<file path="src/rtl/fd_pipe_reg_pkg.sv">
// Shared pipeline constants and types for the MIPS core's pipeline registers and CP0.
// The F/D, D/E, E/M and M/W registers all import this package.
package fd_pipe_reg_pkg;

    localparam logic [4:0] EXC_NONE = 5'd0;
    localparam logic [4:0] EXC_INT  = 5'd0;
    localparam logic [4:0] EXC_ADEL = 5'd4;
    localparam logic [4:0] EXC_ADES = 5'd5;
    localparam logic [4:0] EXC_RI   = 5'd10;
    localparam logic [4:0] EXC_OV   = 5'd12;

    localparam logic [31:0] NOP_INSTR  = 32'h0000_0000;
    localparam logic [31:0] RESET_PC   = 32'h0000_3000;
    localparam logic [31:0] HANDLER_PC = 32'h0000_4180;

    typedef struct packed {
        logic [31:0] pc;
        logic [31:0] instr;
        logic [4:0]  exccode;
        logic        bd;
        logic        valid;
    } fd_stage_t;

    // A bubble keeps a meaningful PC so CP0 always sees a defined macro-PC.
    function automatic fd_stage_t make_bubble(input logic [31:0] pc, input logic [31:0] nop);
        fd_stage_t s;
        s.pc      = pc;
        s.instr   = nop;
        s.exccode = EXC_NONE;
        s.bd      = 1'b0;
        s.valid   = 1'b0;
        return s;
    endfunction

endpackage

</file>
<file path="src/rtl/fd_pipe_reg.sv">
// Fetch->Decode pipeline register: captures PC, instruction, fetch AdEL status and delay-slot flag,
// with stall hold, exception-request flush to a handler bubble, and NOP substitution on faulting fetches.
module fd_pipe_reg
    import fd_pipe_reg_pkg::*;
#(
    parameter logic [31:0] RESET_PC   = fd_pipe_reg_pkg::RESET_PC,
    parameter logic [31:0] HANDLER_PC = fd_pipe_reg_pkg::HANDLER_PC,
    parameter logic [31:0] NOP_INSTR  = fd_pipe_reg_pkg::NOP_INSTR,
    parameter logic [4:0]  EXC_ADEL   = fd_pipe_reg_pkg::EXC_ADEL
) (
    input  logic        clk,
    input  logic        reset,
    input  logic        req,
    input  logic        stall,
    input  logic [31:0] F_pc,
    input  logic [31:0] F_instr,
    input  logic        F_excAdEL,
    input  logic        F_bd,
    output logic [31:0] D_pc,
    output logic [31:0] D_instr,
    output logic [4:0]  D_exccode,
    output logic        D_bd,
    output logic        D_valid
);

    fd_stage_t stage_q;
    fd_stage_t stage_d;

    // F-side inputs are only consulted on a normal load, so X on them under stall/req never reaches D.
    always_comb begin
        stage_d = stage_q;
        if (req) begin
            stage_d = make_bubble(HANDLER_PC, NOP_INSTR);
        end else if (!stall) begin
            stage_d.pc    = F_pc;
            stage_d.bd    = F_bd;
            stage_d.valid = 1'b1;
            if (F_excAdEL) begin
                stage_d.instr   = NOP_INSTR;
                stage_d.exccode = EXC_ADEL;
            end else begin
                stage_d.instr   = F_instr;
                stage_d.exccode = EXC_NONE;
            end
        end
    end

    always_ff @(posedge clk) begin
        if (reset) begin
            stage_q <= make_bubble(RESET_PC, NOP_INSTR);
        end else begin
            stage_q <= stage_d;
        end
    end

    assign D_pc      = stage_q.pc;
    assign D_instr   = stage_q.instr;
    assign D_exccode = stage_q.exccode;
    assign D_bd      = stage_q.bd;
    assign D_valid   = stage_q.valid;

endmodule
</file>
<file path="config.mk">
export PLATFORM = sky130hd
export DESIGN_NAME = fd_pipe_reg
export DESIGN_NICKNAME = d
export VERILOG_FILES = /design/src/rtl/fd_pipe_reg_pkg.sv /design/src/rtl/fd_pipe_reg.sv
export SDC_FILE = /design/constraint.sdc
export NUM_CORES = 1
export LEC_CHECK = 0
export BUFFER_PORTS_ARGS = -buffer_cell sky130_fd_sc_hd__buf_2
export CORE_MARGIN = 2
export CORE_UTILIZATION = 44
export CTS_CLUSTER_DIAMETER = 50
export CTS_CLUSTER_SIZE = 12
export DETAILED_ROUTE_END_ITERATION = 8
export PLACE_DENSITY = 0.79
export SLEW_MARGIN = 20
export SYNTH_ARGS = -nofsm -noshare
export SYNTH_HDL_FRONTEND = slang
export SYNTH_SLANG_ARGS = --single-unit
</file>
<file path="constraint.sdc">
create_clock -name clk -period 1.4 [get_ports clk]
set_clock_uncertainty 0.05 [all_clocks]
set_input_delay 0.28 -clock clk [delete_from_list [all_inputs] [get_ports clk]]
set_output_delay 0.28 -clock clk [all_outputs]
set_load 0.02 [all_outputs]
</file>
==> impl_metrics.json <==
{
  "status": "finished clean",
  "vias": 2231,
  "grt_pass1_wl_mm": 9.16,
  "io_pins": 141,
  "synth_most_common_cell": "dfxtp_1",
  "dr.pass1.iters": 6,
  "post-route-period-util_pct": 83.8,
  "avgSynthCellArea_um2": 9.84,
  "slowest_delay_ns": 0.35,
  "rsz0062_at_grt": "false",
  "endpoint_kind": "primary output",
  "synth-warning-count": 0,
  "drv_cap": 0,
  "clock.fmax_ghz": 0.852,
  "powerDensity_nw_per_um2": 1110,
  "htreeDepth": 3,
  "dieArea_um2": 6460,
  "start_kind": "flip-flop",
  "tns_ns": 0,
  "worstPathCellList": "buf_2",
  "netlist_area_um2": 2570,
  "ys_seq_elements": 67,
  "fin_ws_ns": 0.227,
  "cts_buffer_depth": 2,
  "placementRows": 27,
  "drive_above_1_share_pct": 40.4,
  "place_hpwl_mm": 4.22,
  "whs_ns": 0.127,
  "met2_length_mm": 2.73,
  "holdBufCountCts": 0,
  "cts_buffers": 9,
  "drt-total-wl_mm": 5.70,
  "antenna_found_initial": 0,
  "vias_per_cell": 4.74,
  "drt_iter0_markers": 84,
  "worst-path-buf-inv": 1,
  "grt.total_usage_pct": 18.2,
  "met1Wirelength_mm": 2.34,
  "path_delay_family": "flip-flops",
  "start_util_pct": 46.1,
  "critPathKind": "flip-flop to primary output",
  "cp.required_ns": 1.07,
  "port_buffers": 136,
  "min-delay-path-class": "input port to flip-flop",
  "total_power_mw": 3.87,
  "synth_top_area_share_pct": 52.2,
  "wl_per_cell_um": 12.1,
  "synth_edf_count": 0,
  "clockRootBuffer": "clkbuf_8",
  "timing.final.crit_period_ns": 1.17,
  "wl_met3_um": 544,
  "cts_num_sinks": 67,
  "die_x_um": 80.4,
  "async_flop_share_pct": 0,
  "arrival_ns": 0.84,
  "slew_viol_final": 0,
  "critPathSlowestCell": "dfxtp_1",
  "fin_nets": 464,
  "yosysTopAreaCell": "dfxtp_1",
  "irDropWorstVdd_mv": 0.883,
  "tritoncts": "done",
  "ys_seq_area_share_pct": 52.2,
  "fp.dieH_um": 80.4,
  "num_antenna_cells": 0,
  "cts_setup_buffers": 0,
  "cp_max_fo": 2,
  "yosys-top-cells-count": "67 x dfxtp_1, 36 x a21oi_1, 34 x mux2i_1",
  "top_layer_used": "met4",
  "netlist_instances": 261,
  "ys.flop_type": "dfxtp_1",
  "grt_max_degree": 37,
  "ys_types": 15,
  "coreArea_um2": 5570,
  "gp_congestion": 0.796,
  "finalSetupViolCount": 0,
  "ant_nets": 0,
  "drc": 0,
  "grt_pass1_vias": 2116,
  "clk_latency_ns": 0.32,
  "preCtsSetupSlack_ns": 0.124,
  "grt_overflow": 0,
  "hold_violations": 0,
  "path_clk_slew_ns": 0.07,
  "p_leak_nw": 1.72,
  "cts_resized": 0,
  "ys_top_cells_by_area": "dfxtp_1 52%, mux2i_1 13%, or3b_1 9.9%",
  "area_growth_pct": 35.6
}
## final timing paths
path / cells past startpoint / start / to / slack (ns)
max: 1 / D_pc[12]$_SDFFE_PP1P_ / D_pc[12] / 0.23
min reg2reg: 2 / D_valid$_SDFFE_PP0N_ / D_valid$_SDFFE_PP0N_ / 0.40
max reg2reg: 2 / D_pc[8]$_SDFFE_PP0P_ / D_pc[8]$_SDFFE_PP0P_ / 0.69
min: 2 / reset / D_pc[14]$_SDFFE_PP0P_ / 0.13
## where the power goes
part | internal, mW | total, mW | switching, mW
registers | 1.96 | 1.99 | 0.0282
clock network | 0.737 | 1.39 | 0.653
logic | 0.227 | 0.488 | 0.261
## per-layer routing
metal | vias to the layer above | global-route usage, %
li1 | 1137 | -
met2 | 95 | 30.3
met3 | 7 | 6.40
met4 | 0 | 8.81
met1 | 992 | 20.6
met5 | - | 0
## layout make-up
class                      instances  area (um2)
clock buffer                      14         163
tap                               72        90.1
timing repair buffer             144         806
sequential                        67        1340
clock inverter                     2        10.0
fill                             474        2090
inverter                           2        7.51
multi-input combinational        170        1070
## flip-flops by register name (all words and copies together), names as in the netlist
name       count
D_instr       32
D_valid        1
D_pc          32
D_exccode      1
D_bd           1
## cells in the final DEF, fill, tap and decap left out, types with 5 or more instances in the layout
master,n
dfxtp_1,67
or3b_1,29
nand2_1,32
buf_12,5
a21oi_1,36
nor2_1,29
mux2i_1,34
buf_2,135
clkbuf_8,11
## stage by stage
stage / util (%) / instance area [um2] / instances
floorplan: - / 2580 / 264
global placement: 59.4 / 3310 / 455
detailed placement: 59.4 / 3310 / 455
CTS: 62.5 / 3480 / 471
global route: 62.5 / 3480 / 471
finish: 62.5 / 3480 / 471
## cell families (layout without fill, tap and decap cells)
group           after synthesis  after routing  synth area share [%]
buf+inv                      27            162                  6.72
simple gates                 94             94                  20.1
flops                        67             67                  52.2
compound gates               38             38                  7.60
mux                          34             34                  13.2
other cells                   1              4                 0.146
Note: power is estimated with default switching activity, not from simulation.
